**config.mk**
```make
export PLATFORM = sky130hd
export DESIGN_NAME = acc_sequencer
export DESIGN_NICKNAME = d
export VERILOG_FILES = /design/src/rtl/acc_sequencer.sv
export SDC_FILE = /design/constraint.sdc
export NUM_CORES = 1
export LEC_CHECK = 0
export BUFFER_PORTS_ARGS = -buffer_cell sky130_fd_sc_hd__clkbuf_2
export CORE_UTILIZATION = 37
export CTS_BUF_LIST = sky130_fd_sc_hd__clkbuf_4 sky130_fd_sc_hd__clkbuf_8
export CTS_CLUSTER_SIZE = 14
export DETAILED_ROUTE_END_ITERATION = 10
export PLACE_DENSITY = 0.68
export SLEW_MARGIN = 15
export SYNTH_ARGS = -nofsm -noshare
export SYNTH_HDL_FRONTEND = slang
export SYNTH_SLANG_ARGS = --single-unit
```
**constraint.sdc**
```tcl
create_clock -name clk_i -period 1.45 [get_ports clk_i]
set_input_delay 0.2175 -clock clk_i [delete_from_list [all_inputs] [get_ports clk_i]]
set_output_delay 0.2175 -clock clk_i [all_outputs]
set_load 0.01 [all_outputs]
```
**src/rtl/acc_sequencer.sv**
```systemverilog
// Accumulator control sequencer: LOAD / EXEC / STORE / DONE per request, with ALU flag capture.
// Optional ACC_SEQ_B2B_EN: accept a new request in DONE so back-to-back requests have no IDLE gap.
module acc_sequencer #(
   parameter int                      OPCODE_WIDTH = 5,
   parameter int                      STATUS_WIDTH = 4,
   parameter logic [OPCODE_WIDTH-1:0] LD_OPCODE    = '0
) (
   input  logic                    clk_i,
   input  logic                    reset_i,
   input  logic                    start_i,
   input  logic [OPCODE_WIDTH-1:0] op_i,
   input  logic                    reload_i,
   input  logic                    store_i,
   input  logic [STATUS_WIDTH-1:0] alu_status_i,
   output logic                    busy_o,
   output logic                    done_o,
   output logic                    src_oe_o,
   output logic                    acc_cs_o,
   output logic                    acc_we_o,
   output logic                    acc_oe_o,
   output logic                    acc_opcode_le_o,
   output logic [OPCODE_WIDTH-1:0] acc_opcode_o,
   output logic [STATUS_WIDTH-1:0] flags_o
);

   typedef enum logic [2:0] {
      S_IDLE  = 3'd0,
      S_LOAD  = 3'd1,
      S_EXEC  = 3'd2,
      S_STORE = 3'd3,
      S_DONE  = 3'd4
   } state_e;

   state_e                  state_q, state_d;
   logic [OPCODE_WIDTH-1:0] op_q, op_d;
   logic                    reload_q, reload_d;
   logic                    store_q, store_d;
   logic [STATUS_WIDTH-1:0] flags_q, flags_d;
   logic                    accept;

   always_ff @(posedge clk_i or posedge reset_i) begin
      if (reset_i) begin
         state_q  <= S_IDLE;
         op_q     <= '0;
         reload_q <= 1'b0;
         store_q  <= 1'b0;
         flags_q  <= '0;
      end else begin
         state_q  <= state_d;
         op_q     <= op_d;
         reload_q <= reload_d;
         store_q  <= store_d;
         flags_q  <= flags_d;
      end
   end

   always_comb begin
      state_d  = state_q;
      op_d     = op_q;
      reload_d = reload_q;
      store_d  = store_q;
      flags_d  = flags_q;
      accept   = 1'b0;
      case (state_q)
         S_IDLE:  accept = start_i;
         S_LOAD:  state_d = S_EXEC;
         S_EXEC: begin
            flags_d = alu_status_i;
            state_d = store_q ? S_STORE : S_DONE;
         end
         S_STORE: state_d = S_DONE;
         S_DONE: begin
            state_d = S_IDLE;
`ifdef ACC_SEQ_B2B_EN
            accept  = start_i;
`endif
         end
         default: state_d = S_IDLE;
      endcase
      // Branch on the live inputs at acceptance; the captured copies drive later phases.
      if (accept) begin
         op_d     = op_i;
         reload_d = reload_i;
         store_d  = store_i;
         state_d  = reload_i ? S_LOAD : S_EXEC;
      end
   end

   always_comb begin
      busy_o          = (state_q != S_IDLE);
      done_o          = 1'b0;
      src_oe_o        = 1'b0;
      acc_cs_o        = 1'b0;
      acc_we_o        = 1'b0;
      acc_oe_o        = 1'b0;
      acc_opcode_le_o = 1'b0;
      acc_opcode_o    = LD_OPCODE;
      case (state_q)
         S_LOAD: begin
            // reload_q is always set here; qualifying ties the bus write to the captured request.
            src_oe_o = reload_q;
            acc_cs_o = reload_q;
            acc_we_o = reload_q;
         end
         S_EXEC: begin
            acc_opcode_le_o = 1'b1;
            acc_opcode_o    = op_q;
         end
         S_STORE: begin
            acc_cs_o = 1'b1;
            acc_oe_o = 1'b1;
         end
         S_DONE:  done_o = 1'b1;
         default: ;
      endcase
   end

   assign flags_o = flags_q;

endmodule

```
Word level (Yosys, flattened, before mapping)
Cells that the tools add are included.
W data, S select, Z words.
{"block": "totals", "regBits": 14, "latch_bits": 0, "ramBits": 0, "rom_bits": 0, "inputBits": 14, "out_inout_bits": 16, "word_cells": 23, "n_memories": 0}
{"block": "classes", "n_addsub": 0, "n_mul": 0, "n_div": 0, "magnitude_cmp": 0, "n_eq_ne": 5, "n_shift": 0, "n_mux": 11, "bitwise_logic": 0, "n_reduce_logical": 2}
{"operator": "$pmux W3 S4", "count": 1}
{"operator": "$eq A3 B2 Y1 const B", "count": 2}
{"operator": "$mux W3", "count": 2}
{"operator": "$mux W1", "count": 5}
{"operator": "$mux W5", "count": 1}
{"operator": "$eq A3 B1 Y1 const B", "count": 1}
{"operator": "$eq A3 B3 Y1 const B", "count": 1}
{"operator": "$logic_not A3 Y1", "count": 1}
{"operator": "$reduce_bool A3 Y1", "count": 1}
{"operator": "$mux W2", "count": 1}
{"operator": "$ne A2 B2 Y1 const B", "count": 1}
{"operator": "$pmux W1 S2", "count": 1}

Longest topological paths before layout
{"block": "depth", "ltp_word": 3, "ltp_mapped": 3, "depth_no_buf": 2}

Worst setup path before layout
OpenSTA, ideal clock, no wires.
{"block": "synth_timing", "path_type": "flip-flop to output port", "start": "register state_q[1]", "end": "output src_oe_o", "arrival_time_ns": 1.323, "t_required_ns": 1.233, "path_slack_ns": -0.090, "path_stages_with_launch": 4, "path_buffers": 2, "path_cell_list": "dfrtp_1 > clkbuf_1 > nor4bb_1 > buf_4"}
{"block": "synth_between", "elab_chain_len": 2}
{"element": "start, declared", "line": "34", "text": "state_e state_q, state_d;"}
{"element": "start signal, assigned", "line": "49", "text": "state_q <= state_d;"}
{"element": "$eq A3 B1 Y1"}
{"element": "$mux W1"}
{"element": "end, declared", "line": "17", "text": "output logic src_oe_o,"}
Every way passes these cells.

Worst setup path after layout
{"block": "layout_timing", "start": "register state_q[0]", "end": "output busy_o"}
{"block": "layout_between", "elab_chain_len": 1}
{"element": "$reduce_bool A3 Y1", "line": "90", "text": "busy_o = (state_q != S_IDLE);"}
{"element": "end, declared", "line": "15", "text": "output logic busy_o,"}
Every way passes these cells.

==> reports/metrics.csv <==
metric,value,unit
drt_iter0_drc,7,
grt-ovfl-total,0,
r2r-start,state_q[2],
period_needed,1.58,ns
maxCapViolations,0,
cp.required,1.23,ns
synth_seq_area_share,0.514,
grt_antenna_before_repair,0,
yosysMostFrequentCell,dfrtp_1,
worst_pin_slew,0.503,ns
ys.flop_type,dfrtp_1,
dieArea,2020,um^2
synth.distinct_cells,19,
synthesis.nets,65,
cts_root_buffer,clkbuf_4,
status,finished with violations,
ff2ff_path_depth,4,
die_y,44.9,um
ios,30,
crit_type,reg -> out,
rsz0062_at_grt,yes,
hold_viol,0,
use_met2,0.267,
syn_area,682,um^2
start_kind,register,
min_period_over_period,1.09,
portBuffers,29,
grt.total_usage,0.163,
grt_pass1_wl,2.24,mm
cp.arrival,1.37,ns
nNetsFinal,109,
min_from,alu_status_i[0],
drc,0,
syn_to_final_growth,56.1,%
fin_ws,-0.133,ns
rrSetupSlack,0,ns
post-dp-hpwl,888,um
ant_nets,0,
layout-drive-gt1-share,0.710,
power.total,2.27,mW
routed_wl,1.53,mm
initial_core_util,0.395,
multi_input_area,350,um^2
leakage,0.540,nW
gp_congestion,0.810,
core,1730,um^2
grt_pass1_vias,528,
relSlewSlack,0.664,
busiest_layer,met2,
fmax,632,MHz
r2r-end,op_q[3],
synth_edf_count,0,
yosys_warnings,0,
cts_buffers,3,
antenna_cells,0,
min_delay_path_depth,2,
grt_util_met1,0.178,
clockBufferDepth,2,
met3_usage,0.0600,
vias,550,
slew_violations,0,
synth_area_leader_cell,dfrtp_1,
setup-violations-final,15,
synth-seq-cells,14,
fin_hold_ws,0.162,ns
clk-insertion-delay-late,0.28,ns
worstPathMaxFanout,3,
synth_area_leaders,"dfrtp_1, mux2_2, and2_1",
cts_tree,yes,
violations,negative setup slack,
whs_endpoint,flags_o[0],
dp_slack,0.0885,ns
critPathCaptureType,primary output,
crit_start,state_q[0],
rows,15,
clk_pin_slew,0.08,ns
netlist.area_leader.share,0.514,
die_w,44.9,um
fin_worst_skew,0.00558,ns
n_fill_cell,142,
cts.sinks,14,
cts_max_level,1,
min_path_type,in -> reg,
ir_drop,0.00124,V
regArea,353,um^2
power.density,2130,nW/um^2
netlist_instances,51,
dr.pass1.iters,4,
synth_common_cells,"dfrtp_1, mux2_2, and2_1",
avgRoutedWirePerCell,12.9,um
syn_avg_cell_area,13.4,um^2
async_reset_ff_frac,1.00,
grt_max_degree,15,
vias_per_cell,4.66,
[metal layers]
| layer | part of all wire | vias up | wire length (um) |
|---|---|---|---|
| li1 | - | 261 | - |
| met1 | 0.38 | 266 | 586 |
| met2 | 0.55 | 17 | 836 |
| met3 | 0.045 | 6 | 69 |
| met4 | 0.023 | 0 | 35 |
| met5 | 0 | - | 0 |
[registers in the layout, indices dropped and copies added (netlist names)]
register	cells
store_q	1
flags_o	4
reload_q	1
op_q	5
state_q	3
[layout by cell type (no fill, tap or decap)]
| cell type | Yosys | routed |
|---|---|---|
| inv_1 | 1 | 1 |
| nor3b_2 | 0 | 1 |
| mux2_4 | 0 | 7 |
| dfrtp_2 | 0 | 2 |
| dlygate4sd3_1 | 0 | 1 |
| nor3b_4 | 1 | 1 |
| clkbuf_2 | 0 | 20 |
| nor3b_1 | 2 | 1 |
| dfrtp_1 | 14 | 12 |
| a221oi_1 | 1 | 1 |
| nand2_1 | 1 | 1 |
| buf_2 | 0 | 5 |
| and2_4 | 0 | 4 |
| nand3b_1 | 1 | 1 |
| and3b_1 | 2 | 2 |
| a211oi_1 | 1 | 1 |
| nor4bb_4 | 0 | 1 |
| clkbuf_4 | 0 | 3 |
| and2_1 | 5 | 1 |
| nor4b_4 | 1 | 1 |
| buf_4 | 1 | 6 |
| mux2_2 | 11 | 4 |
| nor2_1 | 2 | 2 |
| or3_1 | 1 | 1 |
| nand2b_1 | 2 | 2 |
| buf_6 | 2 | 11 |
[how the worst max path moves through the flow]
stage / end / slack, ns / cells after the start
final: busy_o / -0.13 / 3
after global routing: acc_opcode_o[4] / -0.17 / 4
after CTS: busy_o / -0.11 / 3
after detailed placement: op_q[1] / 0.09 / 3
after global placement: op_q[0] / 0.11 / 3
after floorplan: op_q[0] / 0.03 / 3
[report_power, final]
group / internal, mW / leakage [nW] / switching, mW / total [mW]
logic: 0.827 / 0.362 / 0.492 / 1.32
clock network: 0.0964 / 0.0138 / 0.124 / 0.221
registers: 0.587 / 0.165 / 0.140 / 0.727
total: 1.51 / 0.540 / 0.756 / 2.27
[repair_timing]
action,CTS,global route
endpoints found under the setup margin,12,19
pin swaps,4,5
setup buffers,8,0
hold buffers,1,0
hold endpoints to repair,14,0
resized for setup,9,26
[critical path, stage by stage, from the launching register on]
cell      delay (ns)
dfrtp_2         0.44
buf_6           0.13
or3_1           0.38
clkbuf_2        0.14
[cell type report]
| class | instances | share of cell area |
|---|---|---|
| Multi-Input combinational cell | 32 | 0.329 |
| Inverter | 1 | 0.00353 |
| Sequential cell | 14 | 0.331 |
| Timing Repair Buffer | 43 | 0.286 |
| Clock buffer | 3 | 0.0212 |
| Tap cell | 25 | 0.0294 |
[cells by family after synthesis]
logic type	after synthesis	share of synthesized area
mux	11	0.182
buf+inv	5	0.0550
flops	14	0.514
compound gates	2	0.0239
simple gates	19	0.226
[through the flow]
step                       util  instances  instance area [um^2]  TNS (ns)
after floorplan               -         51                   688         0
after global placement    0.503        106                   868         0
after detailed placement  0.503        106                   868         0
after CTS                 0.575        118                   993    -0.919
after global routing      0.617        118                  1060     -1.95
final                     0.617        118                  1060    -0.911
(Power assumes the default switching activity.)
